File: config.mk
export PLATFORM = sky130hd
export DESIGN_NAME = lerp_nch
export DESIGN_NICKNAME = d
export VERILOG_FILES = /design/src/rtl/lerp_nch.sv
export SDC_FILE = /design/constraint.sdc
export NUM_CORES = 2
export LEC_CHECK = 0
export BUFFER_PORTS_ARGS = -buffer_cell sky130_fd_sc_hd__buf_2
export CORE_MARGIN = 1.5
export CORE_UTILIZATION = 30
export DETAILED_ROUTE_END_ITERATION = 7
export PLACE_DENSITY_LB_ADDON = 0.08
export REMOVE_ABC_BUFFERS = 1
export SYNTH_ARGS = -nofsm -noshare
export SYNTH_HDL_FRONTEND = slang
export SYNTH_SLANG_ARGS = --single-unit
File: constraint.sdc
create_clock -name clock -period 18.3 [get_ports clock]
set_input_delay 5.49 -clock clock [delete_from_list [all_inputs] [get_ports clock]]
set_output_delay 5.49 -clock clock [all_outputs]
set_load 0.05 [all_outputs]
File: src/rtl/lerp_nch.sv
// Multi-channel bilinear interpolator sharing one iterative signed divider across all terms.
// Optional result saturation is enabled by defining LERP_NCH_SAT_EN (default: two's-complement wrap).
module lerp_nch #(
  parameter int WIDTH    = 32,
  parameter int CW       = 8,
  parameter int CHANNELS = 3
) (
  input  logic                      clock,
  input  logic                      reset,
  input  logic [CHANNELS*WIDTH-1:0] p0,
  input  logic [CHANNELS*WIDTH-1:0] p1,
  input  logic [CHANNELS*WIDTH-1:0] p2,
  input  logic [CHANNELS*WIDTH-1:0] p3,
  input  logic [CW-1:0]             x,
  input  logic [CW-1:0]             y,
  input  logic [CW-1:0]             X,
  input  logic [CW-1:0]             Y,
  input  logic                      start,
  output logic                      ready,
  output logic                      done,
  output logic [CHANNELS*WIDTH-1:0] val,
  output logic                      dbz
);
  localparam int DW   = WIDTH + 2;
  localparam int NW   = DW + 2*CW;
  localparam int D    = NW;
  localparam int CNTW = $clog2(D + 1);
  localparam int CHW  = (CHANNELS > 1) ? $clog2(CHANNELS) : 1;

  typedef enum logic [2:0] {S_IDLE, S_LOAD, S_DIV, S_ACC, S_DONE} state_t;

  state_t                           state_q, state_d;
  logic [CHANNELS-1:0][WIDTH-1:0]   p0_q, p1_q, p2_q, p3_q, p0_d, p1_d, p2_d, p3_d;
  logic [CHANNELS-1:0][WIDTH-1:0]   p0_a;
  logic [CW-1:0]                    x_q, y_q, ext_x_q, ext_y_q, x_d, y_d, ext_x_d, ext_y_d;
  logic [CHW-1:0]                   ch_q, ch_d;
  logic [1:0]                       kind_q, kind_d;
  logic [CNTW-1:0]                  cnt_q, cnt_d;
  logic [NW-1:0]                    quo_q, quo_d;
  logic [2*CW-1:0]                  rem_q, rem_d, den_q, den_d;
  logic                             neg_q, neg_d, dz_q, dz_d;
  logic [CHANNELS-1:0][DW-1:0]      acc_q, acc_d;
  logic [CHANNELS-1:0][WIDTH-1:0]   val_q, val_d;
  logic                             done_q, done_d, dbz_q, dbz_d;

  logic signed [DW-1:0] s0, s1, s2, s3, diff;
  logic signed [NW-1:0] diff_e, mul_op, num;
  logic [2*CW-1:0]      mul_u, den_sel, rem_diff;
  logic [NW-1:0]        num_mag;
  logic [2*CW:0]        rem_sh;
  logic                 ge;
  logic [DW-1:0]        q_lo, term;

  assign p0_a  = p0;
  assign ready = (state_q == S_IDLE);
  assign done  = done_q;
  assign val   = val_q;
  assign dbz   = dbz_q;

  function automatic logic [WIDTH-1:0] finish_ch(input logic [DW-1:0] a);
`ifdef LERP_NCH_SAT_EN
    logic [2:0] top;
    top = a[DW-1:WIDTH-1];
    if ((&top) || !(|top)) return a[WIDTH-1:0];
    return a[DW-1] ? {1'b1, {(WIDTH-1){1'b0}}} : {1'b0, {(WIDTH-1){1'b1}}};
`else
    return a[WIDTH-1:0];
`endif
  endfunction

  always_comb begin
    // Numerator/denominator of the current term; all products fit NW bits exactly.
    s0 = $signed(p0_q[ch_q]);
    s1 = $signed(p1_q[ch_q]);
    s2 = $signed(p2_q[ch_q]);
    s3 = $signed(p3_q[ch_q]);
    case (kind_q)
      2'd0:    begin diff = s1 - s0;           mul_u = {{CW{1'b0}}, x_q}; den_sel = {{CW{1'b0}}, ext_x_q}; end
      2'd1:    begin diff = s2 - s0;           mul_u = {{CW{1'b0}}, y_q}; den_sel = {{CW{1'b0}}, ext_y_q}; end
      default: begin
        diff    = s0 - s1 + s3 - s2;
        mul_u   = {{CW{1'b0}}, x_q} * {{CW{1'b0}}, y_q};
        den_sel = {{CW{1'b0}}, ext_x_q} * {{CW{1'b0}}, ext_y_q};
      end
    endcase
    diff_e  = diff;
    mul_op  = $signed({{(NW-2*CW){1'b0}}, mul_u});
    num     = diff_e * mul_op;
    num_mag = num[NW-1] ? $unsigned(~num + 1'b1) : $unsigned(num);

    // Restoring division on magnitudes; sign is reapplied at accumulation.
    rem_sh   = {rem_q, quo_q[NW-1]};
    ge       = (rem_sh >= {1'b0, den_q});
    rem_diff = rem_sh[2*CW-1:0] - den_q;
    q_lo     = neg_q ? (~quo_q[DW-1:0] + 1'b1) : quo_q[DW-1:0];
    term     = dz_q ? '0 : q_lo;

    state_d = state_q;
    p0_d = p0_q; p1_d = p1_q; p2_d = p2_q; p3_d = p3_q;
    x_d = x_q; y_d = y_q; ext_x_d = ext_x_q; ext_y_d = ext_y_q;
    ch_d = ch_q; kind_d = kind_q; cnt_d = cnt_q;
    quo_d = quo_q; rem_d = rem_q; den_d = den_q; neg_d = neg_q; dz_d = dz_q;
    acc_d = acc_q; val_d = val_q; done_d = 1'b0; dbz_d = dbz_q;

    case (state_q)
      S_IDLE: if (start) begin
        p0_d = p0; p1_d = p1; p2_d = p2; p3_d = p3;
        x_d = x; y_d = y; ext_x_d = X; ext_y_d = Y;
        for (int c = 0; c < CHANNELS; c++) acc_d[c] = {{2{p0_a[c][WIDTH-1]}}, p0_a[c]};
        ch_d = '0; kind_d = 2'd0; dbz_d = 1'b0;
        state_d = S_LOAD;
      end
      S_LOAD: begin
        quo_d = num_mag; neg_d = num[NW-1]; den_d = den_sel;
        rem_d = '0; dz_d = (den_sel == '0); cnt_d = '0;
        state_d = S_DIV;
      end
      S_DIV: begin
        quo_d = {quo_q[NW-2:0], ge};
        rem_d = ge ? rem_diff : rem_sh[2*CW-1:0];
        cnt_d = cnt_q + 1'b1;
        if (cnt_q == CNTW'(D-1)) state_d = S_ACC;
      end
      S_ACC: begin
        acc_d[ch_q] = acc_q[ch_q] + term;
        if (dz_q) dbz_d = 1'b1;
        state_d = S_LOAD;
        if (kind_q == 2'd2) begin
          kind_d = 2'd0;
          if (ch_q == CHW'(CHANNELS-1)) state_d = S_DONE;
          else ch_d = ch_q + 1'b1;
        end else begin
          kind_d = kind_q + 2'd1;
        end
      end
      S_DONE: begin
        for (int c = 0; c < CHANNELS; c++) val_d[c] = finish_ch(acc_q[c]);
        done_d  = 1'b1;
        state_d = S_IDLE;
      end
      default: state_d = S_IDLE;
    endcase
  end

  always_ff @(posedge clock) begin
    if (reset) begin
      state_q <= S_IDLE;
      p0_q <= '0; p1_q <= '0; p2_q <= '0; p3_q <= '0;
      x_q <= '0; y_q <= '0; ext_x_q <= '0; ext_y_q <= '0;
      ch_q <= '0; kind_q <= '0; cnt_q <= '0;
      quo_q <= '0; rem_q <= '0; den_q <= '0; neg_q <= 1'b0; dz_q <= 1'b0;
      acc_q <= '0; val_q <= '0; done_q <= 1'b0; dbz_q <= 1'b0;
    end else begin
      state_q <= state_d;
      p0_q <= p0_d; p1_q <= p1_d; p2_q <= p2_d; p3_q <= p3_d;
      x_q <= x_d; y_q <= y_d; ext_x_q <= ext_x_d; ext_y_q <= ext_y_d;
      ch_q <= ch_d; kind_q <= kind_d; cnt_q <= cnt_d;
      quo_q <= quo_d; rem_q <= rem_d; den_q <= den_d; neg_q <= neg_d; dz_q <= dz_d;
      acc_q <= acc_d; val_q <= val_d; done_q <= done_d; dbz_q <= dbz_d;
    end
  end
endmodule

==> metrics.yaml <==
status: "finished clean"
cap_violations: 0
p_per_area_nw_per_um2: 127.6
synth_edf_count: 0
dieWidth_um: 464.2
slowest_stage: "a211oi_1"
syn_to_final_growth_pct: 13.13
arrival_ns: 15.51
synth_flop_cell: "dfxtp_1"
finalCritPeriodShare: 0.8154
clock_latency_ns: 0.79
die_area_um2: 215400
routed_wl_um: 240000
numCtsBuffers: 89
setup_tns_ns: 0
vdd_drop_max_mv: 0.1261
fin_skew_ns: 0.07236
finalHoldViolations: 0
vias: 56910
hp-class: "reg2reg"
synth-seq-cells: 707
io_pins: 518
nNetsFinal: 9797
via_per_inst: 5.043
wire_per_inst_um: 21.27
path_clk_slew_ns: 0.06
overflow: 0
drv_slew: 0
layout_min_cycle_time_ns: 14.92
synthCells: 8154
avgSynthCellArea_um2: 7.825
drive_gt1_frac: 0.1005
antenna_found_initial: 4
synthArstFlopShare: 0
h-tree-depth: 3
fmax_mhz: 67.01
grt_pass1_wl_um: 359000
rsz0062_at_grt: "false"
synth-seq-area-share: 0.2218
cp-start-kind: "flop"
critPathMaxStageDelay_ns: 0.95
grt_max_degree: 173
utilization: 0.3410
synth_area_um2: 63800
clk_path_buf_depth: 3
worst_slew_pin_slew_ns: 1.262
postCtsSetupRepairBufs: 0
dp_hpwl_um: 188100
die_y_um: 464.2
clock_sinks: 707
cts_root_buffer: "clkbuf_16"
tritoncts: "built"
gp_congestion: 0.9008
rows: 169
ant_nets: 0
cpMostUsedCell: "fa_1"
synth.distinct_cells: 86
ys_warn_count: 0
end_kind: "flop"
cts_hold_buffers: 0
ctsResizeCount: 0
track_usage: 0.2170
path_class: "reg2reg"
p_leak_nw: 31.79
portBuffers: 517
first_iter_violations: 3535
dr.pass1.iters: 6
relSlewSlack: 0.1512
setup_viol: 0
worst_ep_required_time_ns: 18.89
grt_pass1_vias: 56350
drc_errors: 0
start_util: 0.3014
placeableCoreArea_um2: 211700
cp_max_fo: 93
==> state kept, by name (all words and copies together), names as in the netlist <==
signal / cells
state_q: 3
rem_q: 16
ext_y_q: 8
p1_q: 96
x_q: 8
kind_q: 2
dbz: 1
quo_q: 50
acc_q: 96
p2_q: 96
p3_q: 96
cnt_q: 6
ext_x_q: 8
ch_q: 2
neg_q: 1
den_q: 16
dz_q: 1
y_q: 8
done: 1
p0_q: 96
val: 96
==> per-stage QoR <==
| stage | area [um^2] | hold WS [ns] | total power, mW | instances | worst slack (ns) |
|---|---|---|---|---|---|
| finish | 72180 | 0.4500 | 9.210 | 11280 | 3.377 |
| floorplan | 62000 | 0.4257 | 5.668 | 7676 | -4.854 |
| CTS | 72160 | 0.4523 | 9.316 | 11280 | 3.393 |
| global route | 72170 | 0.4648 | 9.948 | 11280 | 2.390 |
| global placement | 69070 | 0.4412 | 7.383 | 11110 | 3.600 |
| detailed placement | 69070 | 0.4444 | 7.395 | 11110 | 3.481 |
==> per-layer routing <==
layer,vias up,wire length (um),global-route usage
met5,-,11,0
met4,2,6019,0.05494
met3,248,11120,0.02744
met2,1393,110200,0.3513
met1,28010,112700,0.3037
li1,27250,-,-
==> cell families (layout without fill, tap and decap cells) <==
kind of cell,after synthesis,count (layout),synth area share
mux,206,206,0.03263
compound gates,1740,1740,0.1668
fa+ha+maj,995,995,0.2720
other cells,0,6,0
simple gates,2900,2900,0.1951
xor+xnor,218,218,0.02993
flops,707,707,0.2218
buf+inv,1388,1691,0.08178
==> final cells by class <==
type | instances | area [um^2]
clock buffers | 131 | 2575
multi-input cells | 6059 | 44550
repair buffers | 616 | 3403
inverters | 910 | 3416
well taps | 2821 | 3530
fillers | 22760 | 139500
flip-flops and latches | 707 | 14170
diodes | 6 | 15.01
clock inverters | 34 | 524.3
==> Yosys cell counts (8+ instances only) <==
cell type	instances	area, um^2
and2_1	170	1064
o21ai_0	223	1116
nand4_1	56	350.3
ha_1	342	4279
a21boi_0	14	105.1
xor2_1	98	858.3
xnor2_1	120	1051
a211oi_1	56	420.4
clkbuf_1	440	1652
o31a_1	8	70.07
a2111oi_0	10	87.58
or3_1	34	212.7
nand3b_1	9	67.56
a21oi_1	797	3989
o21a_1	43	322.8
a211o_1	15	131.4
a311oi_1	23	201.4
nand2_1	1847	6933
nor2b_1	38	237.7
a221oi_1	15	131.4
a22oi_1	59	442.9
and3_1	41	256.5
o22a_1	31	271.5
o31ai_1	24	180.2
nor2_1	376	1411
mux2_2	16	180.2
or4_1	10	75.07
o21bai_1	31	232.7
o22ai_1	89	556.8
a31oi_1	69	431.7
fa_1	653	13070
nor4_1	11	68.82
inv_1	909	3412
a21o_1	93	698.2
mux2i_1	190	1902
o41ai_1	9	78.83
nand3_1	89	445.4
o211ai_1	38	285.3
nand2b_1	45	281.5
nor3_1	112	560.5
nor3b_1	11	82.58
or2_2	22	137.6
dfxtp_1	707	14150
buf_1	37	138.9
==> worst max-delay path: cells and delay by family (launching register included) <==
| kind | cells | cell delay, ns |
|---|---|---|
| buf+inv | 7 | 2.12 |
| fa+ha+maj | 10 | 4.84 |
| compound gates | 16 | 4.20 |
| simple gates | 6 | 2.28 |
| xor+xnor | 1 | 0.21 |
| flops | 1 | 0.94 |
==> worst paths after layout <==
path | start | end | slack (ns) | cells past startpoint
setup / recovery | ch_q[1]$_SDFFE_PP0P_ | quo_q[35]$_SDFFE_PP0P_ | 3.38 | 40
hold / removal | val[85]$_SDFFE_PP0P_ | val[85]$_SDFFE_PP0P_ | 0.45 | 2
setup reg to reg | ch_q[1]$_SDFFE_PP0P_ | quo_q[35]$_SDFFE_PP0P_ | 3.38 | 40
hold reg to reg | val[85]$_SDFFE_PP0P_ | val[85]$_SDFFE_PP0P_ | 0.45 | 2
==> cell usage in the layout, fill, tap and decap left out, types with 89 or more instances in the layout <==
master | Yosys | layout
o22ai_1 | 89 | 89
a21o_1 | 93 | 93
a21oi_1 | 797 | 797
ha_1 | 342 | 342
nand2_1 | 1847 | 1845
buf_2 | 0 | 516
xor2_1 | 98 | 98
and2_1 | 170 | 167
nor3_1 | 112 | 111
inv_1 | 909 | 908
mux2i_1 | 190 | 188
nor2_1 | 376 | 371
buf_4 | 0 | 94
dfxtp_1 | 707 | 703
clkbuf_16 | 0 | 89
xnor2_1 | 120 | 118
o21ai_0 | 223 | 221
nand3_1 | 89 | 89
fa_1 | 653 | 653
==> power by group <==
part,internal (mW),switching [mW]
combinational,1.93,3.57
sequential,1.70,0.145
clock,1.09,0.786
total,4.71,4.50
Power figures use the tool's default switching activity.
